==> config.mk <==
export PLATFORM = sky130hd
export DESIGN_NAME = park_gate_ctrl_flat
export DESIGN_NICKNAME = d
export VERILOG_FILES = /design/src/rtl/park_gate_if.sv /design/src/rtl/park_gate_ctrl.sv /design/src/flat_wrapper.sv
export SDC_FILE = /design/constraint.sdc
export NUM_CORES = 1
export LEC_CHECK = 0
export ABC_AREA = 1
export CAP_MARGIN = 30
export CORE_ASPECT_RATIO = 0.6
export CORE_MARGIN = 5
export CORE_UTILIZATION = 25
export CTS_CLUSTER_SIZE = 20
export DETAILED_ROUTE_END_ITERATION = 16
export SKIP_LAST_GASP = 1
export SLEW_MARGIN = 5
export SYNTH_ARGS = -nofsm -noshare
export SYNTH_HDL_FRONTEND = slang
export SYNTH_SLANG_ARGS = --single-unit
export TNS_END_PERCENT = 1
==> constraint.sdc <==
create_clock -name clk -period 9.2 [get_ports clk]
set_input_delay 2.76 -clock clk [delete_from_list [all_inputs] [get_ports clk]]
set_output_delay 2.76 -clock clk [all_outputs]
set_load 0.02 [all_outputs]
==> src/rtl/park_gate_if.sv <==
// Gate-side handshake bundle: per-gate entry/exit requests with class bits,
// and the one-cycle grant/deny responses returned to each gate.
interface park_gate_if;
  logic [1:0] ent_req;
  logic [1:0] ent_uni;
  logic [1:0] ext_req;
  logic [1:0] ext_uni;
  logic [1:0] ent_gnt;
  logic [1:0] ent_deny;
  logic [1:0] ext_gnt;
  logic [1:0] ext_deny;

  modport master (
    output ent_req, ent_uni, ext_req, ext_uni,
    input  ent_gnt, ent_deny, ext_gnt, ext_deny
  );

  modport slave (
    input  ent_req, ent_uni, ext_req, ext_uni,
    output ent_gnt, ent_deny, ext_gnt, ext_deny
  );
endinterface

==> src/rtl/park_gate_ctrl.sv <==
// Two-gate entry/exit arbiter with hour-dependent capacity and occupancy counters.
// Define PARK_CTRL_STATS_EN to build the saturating denied-entry counters.
module park_gate_ctrl #(
  parameter int TOTAL_CAP = 700,
  parameter int FREE_BASE = 200,
  parameter int FREE_STEP = 50,
  parameter int FREE_MAX  = 500
) (
  input  logic        clk,
  input  logic        rst,
  input  logic [4:0]  hour,
  park_gate_if.slave  gate,
  output logic        car_entered,
  output logic        car_exited,
  output logic        is_uni_car_entered,
  output logic        is_uni_car_exited,
  output logic [9:0]  uni_parked_car,
  output logic [9:0]  parked_car,
  output logic [9:0]  uni_vacated_space,
  output logic [9:0]  vacated_space,
  output logic        uni_full,
  output logic        free_full,
  output logic [15:0] deny_cnt_uni,
  output logic [15:0] deny_cnt_free
);

  typedef enum logic [1:0] {IDLE, ISSUE, GAP} state_t;

  state_t     state, state_nx;
  logic [9:0] free_cap, uni_cap;
  logic       ent_ptr, ext_ptr, ent_ptr_nx, ext_ptr_nx;
  logic       ent_sel, ext_sel, ent_cls, ext_cls, ent_room, ext_has;
  logic [1:0] ent_gnt_nx, ent_deny_nx, ext_gnt_nx, ext_deny_nx;
  logic       car_entered_nx, car_exited_nx, uni_ent_nx, uni_ext_nx;
  logic [9:0] parked_nx, uni_parked_nx;

  always_comb begin
    if (hour >= 5'd8 && hour <= 5'd12)       free_cap = 10'(FREE_BASE);
    else if (hour >= 5'd13 && hour <= 5'd15) free_cap = 10'(FREE_BASE + FREE_STEP * (int'(hour) - 12));
    else                                     free_cap = 10'(FREE_MAX);
  end

  assign uni_cap = 10'(TOTAL_CAP) - free_cap;

  // A shrinking capacity never evicts: vacated space just clamps at zero.
  assign vacated_space     = (free_cap > parked_car)    ? free_cap - parked_car    : 10'd0;
  assign uni_vacated_space = (uni_cap > uni_parked_car) ? uni_cap - uni_parked_car : 10'd0;
  assign free_full         = (vacated_space == 10'd0);
  assign uni_full          = (uni_vacated_space == 10'd0);

  // Round-robin: take the gate the pointer favours, otherwise the other one.
  assign ext_sel  = gate.ext_req[ext_ptr] ? ext_ptr : ~ext_ptr;
  assign ent_sel  = gate.ent_req[ent_ptr] ? ent_ptr : ~ent_ptr;
  assign ext_cls  = gate.ext_uni[ext_sel];
  assign ent_cls  = gate.ent_uni[ent_sel];
  assign ext_has  = ext_cls ? (uni_parked_car != 10'd0) : (parked_car != 10'd0);
  assign ent_room = ent_cls ? !uni_full : !free_full;

  // NOTE: every signal written here gets a default first, so no path can infer a latch.
  always_comb begin
    state_nx       = state;
    ent_ptr_nx     = ent_ptr;
    ext_ptr_nx     = ext_ptr;
    ent_gnt_nx     = '0;
    ent_deny_nx    = '0;
    ext_gnt_nx     = '0;
    ext_deny_nx    = '0;
    car_entered_nx = 1'b0;
    car_exited_nx  = 1'b0;
    uni_ent_nx     = is_uni_car_entered;
    uni_ext_nx     = is_uni_car_exited;
    parked_nx      = parked_car;
    uni_parked_nx  = uni_parked_car;
    case (state)
      IDLE: begin
        // Exits win over entries because they free space.
        if (|gate.ext_req) begin
          ext_ptr_nx = ~ext_sel;
          if (ext_has) begin
            ext_gnt_nx[ext_sel] = 1'b1;
            car_exited_nx       = 1'b1;
            uni_ext_nx          = ext_cls;
            if (ext_cls) uni_parked_nx = uni_parked_car - 10'd1;
            else         parked_nx     = parked_car - 10'd1;
            state_nx = ISSUE;
          end else begin
            ext_deny_nx[ext_sel] = 1'b1;
            state_nx             = GAP;
          end
        end else if (|gate.ent_req) begin
          ent_ptr_nx = ~ent_sel;
          if (ent_room) begin
            ent_gnt_nx[ent_sel] = 1'b1;
            car_entered_nx      = 1'b1;
            uni_ent_nx          = ent_cls;
            if (ent_cls) uni_parked_nx = uni_parked_car + 10'd1;
            else         parked_nx     = parked_car + 10'd1;
            state_nx = ISSUE;
          end else begin
            ent_deny_nx[ent_sel] = 1'b1;
            state_nx             = GAP;
          end
        end
      end
      ISSUE: state_nx = GAP;
      GAP: begin
        // Requester has dropped its request by now; class flags retire here.
        state_nx   = IDLE;
        uni_ent_nx = 1'b0;
        uni_ext_nx = 1'b0;
      end
      default: state_nx = IDLE;
    endcase
  end

  // NOTE: sequential state uses non-blocking assignments so every register samples pre-edge values.
  always_ff @(posedge clk) begin
    if (rst) begin
      state              <= IDLE;
      ent_ptr            <= 1'b0;
      ext_ptr            <= 1'b0;
      gate.ent_gnt       <= '0;
      gate.ent_deny      <= '0;
      gate.ext_gnt       <= '0;
      gate.ext_deny      <= '0;
      car_entered        <= 1'b0;
      car_exited         <= 1'b0;
      is_uni_car_entered <= 1'b0;
      is_uni_car_exited  <= 1'b0;
      parked_car         <= '0;
      uni_parked_car     <= '0;
    end else begin
      state              <= state_nx;
      ent_ptr            <= ent_ptr_nx;
      ext_ptr            <= ext_ptr_nx;
      gate.ent_gnt       <= ent_gnt_nx;
      gate.ent_deny      <= ent_deny_nx;
      gate.ext_gnt       <= ext_gnt_nx;
      gate.ext_deny      <= ext_deny_nx;
      car_entered        <= car_entered_nx;
      car_exited         <= car_exited_nx;
      is_uni_car_entered <= uni_ent_nx;
      is_uni_car_exited  <= uni_ext_nx;
      parked_car         <= parked_nx;
      uni_parked_car     <= uni_parked_nx;
    end
  end

`ifdef PARK_CTRL_STATS_EN
  logic        deny_now;
  logic [15:0] deny_uni_q, deny_free_q;

  assign deny_now = (state == IDLE) && !(|gate.ext_req) && (|gate.ent_req) && !ent_room;

  always_ff @(posedge clk) begin
    if (rst) begin
      deny_uni_q  <= '0;
      deny_free_q <= '0;
    end else if (deny_now) begin
      if (ent_cls && deny_uni_q != 16'hFFFF)   deny_uni_q  <= deny_uni_q + 16'd1;
      if (!ent_cls && deny_free_q != 16'hFFFF) deny_free_q <= deny_free_q + 16'd1;
    end
  end

  assign deny_cnt_uni  = deny_uni_q;
  assign deny_cnt_free = deny_free_q;
`else
  assign deny_cnt_uni  = '0;
  assign deny_cnt_free = '0;
`endif

endmodule

==> src/flat_wrapper.sv <==
// flat-port wrapper written by rule: the top's interface ports become plain ports
module park_gate_ctrl_flat 
#(
  parameter int TOTAL_CAP = 700,
  parameter int FREE_BASE = 200,
  parameter int FREE_STEP = 50,
  parameter int FREE_MAX  = 500
)
  (clk, rst, hour, car_entered, car_exited, is_uni_car_entered, is_uni_car_exited, uni_parked_car, parked_car, uni_vacated_space, vacated_space, uni_full, free_full, deny_cnt_uni, deny_cnt_free, gate_ent_req, gate_ent_uni, gate_ext_req, gate_ext_uni, gate_ent_gnt, gate_ent_deny, gate_ext_gnt, gate_ext_deny);
  park_gate_if gate_i ();
  input  logic clk;
  input  logic rst;
  input  logic [4:0] hour;
  output logic car_entered;
  output logic car_exited;
  output logic is_uni_car_entered;
  output logic is_uni_car_exited;
  output logic [9:0] uni_parked_car;
  output logic [9:0] parked_car;
  output logic [9:0] uni_vacated_space;
  output logic [9:0] vacated_space;
  output logic uni_full;
  output logic free_full;
  output logic [15:0] deny_cnt_uni;
  output logic [15:0] deny_cnt_free;
  input wire logic [$bits(gate_i.ent_req)-1:0] gate_ent_req;
  input wire logic [$bits(gate_i.ent_uni)-1:0] gate_ent_uni;
  input wire logic [$bits(gate_i.ext_req)-1:0] gate_ext_req;
  input wire logic [$bits(gate_i.ext_uni)-1:0] gate_ext_uni;
  output wire logic [$bits(gate_i.ent_gnt)-1:0] gate_ent_gnt;
  output wire logic [$bits(gate_i.ent_deny)-1:0] gate_ent_deny;
  output wire logic [$bits(gate_i.ext_gnt)-1:0] gate_ext_gnt;
  output wire logic [$bits(gate_i.ext_deny)-1:0] gate_ext_deny;
  assign gate_i.ent_req = gate_ent_req;
  assign gate_i.ent_uni = gate_ent_uni;
  assign gate_i.ext_req = gate_ext_req;
  assign gate_i.ext_uni = gate_ext_uni;
  assign gate_ent_gnt = gate_i.ent_gnt;
  assign gate_ent_deny = gate_i.ent_deny;
  assign gate_ext_gnt = gate_i.ext_gnt;
  assign gate_ext_deny = gate_i.ext_deny;
  park_gate_ctrl #(.TOTAL_CAP(TOTAL_CAP), .FREE_BASE(FREE_BASE), .FREE_STEP(FREE_STEP), .FREE_MAX(FREE_MAX)) u_core (.clk(clk), .rst(rst), .hour(hour), .gate(gate_i), .car_entered(car_entered), .car_exited(car_exited), .is_uni_car_entered(is_uni_car_entered), .is_uni_car_exited(is_uni_car_exited), .uni_parked_car(uni_parked_car), .parked_car(parked_car), .uni_vacated_space(uni_vacated_space), .vacated_space(vacated_space), .uni_full(uni_full), .free_full(free_full), .deny_cnt_uni(deny_cnt_uni), .deny_cnt_free(deny_cnt_free));
endmodule
==> reports/metrics.yaml, run 1 <==
synth:
  synth_area_leader_cell: "dfxtp_1"
  synth_area_leaders: "dfxtp_1 (16%), ha_1 (16%), nand2_1 (10%)"
  yosysUniqueCellTypes: 42
  avgSynthCellArea_um2: 6.70
  yosysWarnings: 0
  netlist_area_um2: 4410
  synth_top_area_frac: 0.163
  synth_compound_area_frac: 0.114
  syn-instance-count: 658
  synth_edf_count: 0
  synth_top_family_by_area: "simple AND/OR/NAND/NOR gates"
  muxShareOfSynthArea: 0
  ys_ff_latch: 36
  async_flop_share: 0
  ys_seq_area_frac: 0.163
  synth_fa_ha_area_frac: 0.198
  dominantRegCellSynth: "dfxtp_1"
  yosys.area_share.simple: 0.287
  synth_xor_area_frac: 0.0695
worst_hold_path:
  hp-class: "register to register"
clock_network:
  cts_buffer_depth: 2
  cts_hold_buf: 0
  clk_pin_slew_worst_paths_ns: 0.07
  cts_max_level: 2
  cts_root_buf: "clkbuf_16"
  cts_made_buffers: 5
  cts.sinks: 36
  clock_latency_ns: 0.30
  cts_tree: "built"
die:
  chipHeight_um: 113
  rows: 37
  die_area_um2: 20500
  initial_utilization: 0.256
  die_w_um: 181
  fp.coreArea_um2: 17200
  num_io_pins: 101
sta:
  setup_viol: 22
  fin_crit_ns: 9.65
  slew_headroom: 0.432
  hold_viol: 0
  skew_ns: 0.0106
  drv_slew: 0
  fin_ws_ns: -0.448
  worst-slew-pin-transition_ns: 0.851
  rsz0062_at_grt: "yes"
  max_freq_mhz: 104
  tns_ns: -7.66
  fin_crit_sh: 1.05
detailed_routing:
  avgViaCountPerCell: 4.13
  met3_length_um: 951
  num_vias: 4398
  dr.max_layer_used: "met4"
  drtIter0Drc: 262
  ant_nets: 0
  met2WireLength_mm: 4.37
  drt-total-wl_mm: 12.9
  wl_per_cell_um: 12.1
  dr.pass1.iters: 5
  route.detailed.drc: 0
  wl_met1_mm: 7.50
worst_setup_path:
  end_kind: "output pin"
  startpoint_type: "primary input"
  worst-setup-path-type: "primary input to output pin"
  required_ns: 6.44
  ff2ff_setup_slack_ns: 5.92
  crit_fanout: 6
  arrival_ns: 6.89
pwr:
  pwr-share-seq: 0.113
  pwr-share-clk: 0.082
  internal_power_w: 0.00121
  p_comb_frac: 0.805
  swShare: 0.514
  power_density_nw_per_um2: 394
  switching_power_w: 0.00128
  p_leak_nw: 3.23
  vdd_drop_max_uv: 198
global_route:
  grt_first_pass_wirelength_mm: 21.2
  grt_overflow: 0
  grt_use_total: 0.125
  grt_pass1_vias: 4173
  grt_max_degree: 23
  antenna_found_initial: 0
flow_run:
  drv_cap: 0
placed_design:
  dp_hpwl_mm: 10.8
  portBuffers: 68
  place.gp.congestion: 0.848
  place_inst: 1046
run_status:
  violations: "setup timing"
  outcome: "complete, but fails checks"
final_layout:
  nNetsFinal: 909
  area_growth_pct: 43.2
  instances_no_fill: 1064
  layout-drive-gt1-share: 0.261
  antenna_cells: 0
  fillers: 1859
==> worst max-delay path, cell delays in order <==
cell,delay (ns)
buf_6,0.10
buf_6,0.12
a21oi_4,0.15
inv_2,0.05
fa_1,0.49
inv_1,0.04
ha_1,0.27
ha_2,0.18
inv_2,0.04
fa_1,0.58
inv_2,0.05
o21ai_1,0.06
nand4_1,0.14
xnor2_1,0.16
ha_1,0.35
nand2_2,0.11
inv_2,0.04
a21oi_2,0.13
nand2_1,0.09
a21oi_2,0.14
o21bai_1,0.09
nand2_2,0.20
a21oi_2,0.05
nor2_1,0.13
nand3_2,0.14
inv_2,0.09
buf_6,0.11
==> registers in the layout (all words and copies together), names as in the netlist, 2 cells and up <==
| register | count |
|---|---|
| u_core.gate.ent_deny | 2 |
| u_core.gate.ext_deny | 2 |
| u_core.state | 2 |
| u_core.uni_parked_car | 10 |
| u_core.gate.ext_gnt | 2 |
| u_core.parked_car | 10 |
| u_core.gate.ent_gnt | 2 |
==> area by class of cell <==
cell class / instances / area (µm²) / share of cell area
timing repair buffer: 171 / 1390 / 0.221
inverter: 122 / 462 / 0.0731
multi-input combinational: 493 / 3270 / 0.519
sequential: 36 / 721 / 0.114
clock buffer: 5 / 125 / 0.0198
tap: 234 / 293 / 0.0464
clock inverter: 3 / 46.3 / 0.00733
==> placed cells by master, fill, tap and decap left out, types with 3 or more instances in the layout <==
master,instances
a21oi_1,39
nor2_4,5
clkbuf_16,5
nor3_1,6
o21bai_1,3
o21ai_0,23
nand4_1,10
clkdlybuf4s50_1,41
or2_2,3
nand2_1,120
nand3_2,6
buf_6,6
inv_1,105
nand2_2,11
dfxtp_1,36
inv_2,16
xor2_1,23
nor4_1,4
conb_1,32
ha_2,3
a21oi_2,6
buf_4,103
fa_1,8
ha_1,47
nor2_1,65
nand3_4,3
ha_4,7
buf_2,13
xnor2_1,9
nand3_1,23
nor2_2,8
nand2_4,4
==> per-layer routing <==
metal	GRT usage	vias to the layer above
met4	0.00900	0
met2	0.155	105
met5	0	-
li1	-	2374
met1	0.211	1906
met3	0.0357	13
==> synth_stat cells (8+ instances only) <==
master,instances
o21ai_0,25
xnor2_1,10
xor2_1,25
buf_4,33
nand2_2,8
nand2_1,123
nand3_1,26
fa_1,8
nand4_1,10
ha_1,57
dfxtp_1,36
a21oi_1,43
nor3_1,8
inv_1,118
nor2_1,71
==> timing repair <==
item                                    4_1_cts  5_1_grt
buffers inserted                              5        4
resized for setup                           121       26
endpoints found under the setup margin       22       22
endpoints found under the hold margin         0        0
pin swaps                                    25       20
==> per-stage QoR <==
step	util	hold WS (ns)	setup slack [ns]	instance area, µm²	total power, W
6_report	0.367	0.461	-0.448	6310	0.00249
5_1_grt	0.367	0.504	-0.715	6310	0.00273
4_1_cts	0.358	0.468	-0.444	6170	0.00246
3_5_place_dp	0.347	0.461	-1.55	5970	0.00228
3_3_place_gp	0.347	0.454	-1.45	5970	0.00227
2_1_floorplan	-	0.468	-0.0849	4590	0.00148
==> power by group through the flow <==
stage	sequential, W	clock, W	combinational, W
finish	0.000282	0.000204	0.00200
global route	0.000293	0.000218	0.00222
CTS	0.000283	0.000210	0.00197
detailed placement	0.000285	0	0.00199
global placement	0.000286	0	0.00199
floorplan	0.000330	0	0.00115
==> final timing paths <==
kind	startpoint	to	depth (start not counted)
worst min register to register	u_core.is_uni_car_entered$_SDFFE_PP0P_	u_core.is_uni_car_entered$_SDFFE_PP0P_	2
worst max-delay path	hour[3]	uni_full	27
worst min-delay path	u_core.is_uni_car_entered$_SDFFE_PP0P_	u_core.is_uni_car_entered$_SDFFE_PP0P_	2
worst max register to register	u_core.parked_car[0]$_SDFFE_PP0P_	u_core.parked_car[5]$_SDFFE_PP0P_	16
==> cells by family after synthesis <==
| group | after synthesis |
|---|---|
| AO/OA/AOI/OAI | 88 |
| XOR/XNOR | 35 |
| adder cells (fa/ha/maj) | 65 |
| buffers and inverters | 160 |
| flip-flops | 36 |
| other | 1 |
| AND/OR/NAND/NOR | 273 |
Note: power is estimated with default switching activity, not from simulation.
==> inputs of run 2 (changes only) <==
--- a/config.mk
+++ b/config.mk
@@ -12,6 +12,7 @@
 export CORE_UTILIZATION = 25
 export CTS_CLUSTER_SIZE = 20
 export DETAILED_ROUTE_END_ITERATION = 16
+export GPL_ROUTABILITY_DRIVEN = 0
 export SKIP_LAST_GASP = 1
 export SLEW_MARGIN = 5
 export SYNTH_ARGS = -nofsm -noshare
==> results of run 2 <==
Final layout, timing and power as in run 1 (identical DEF).
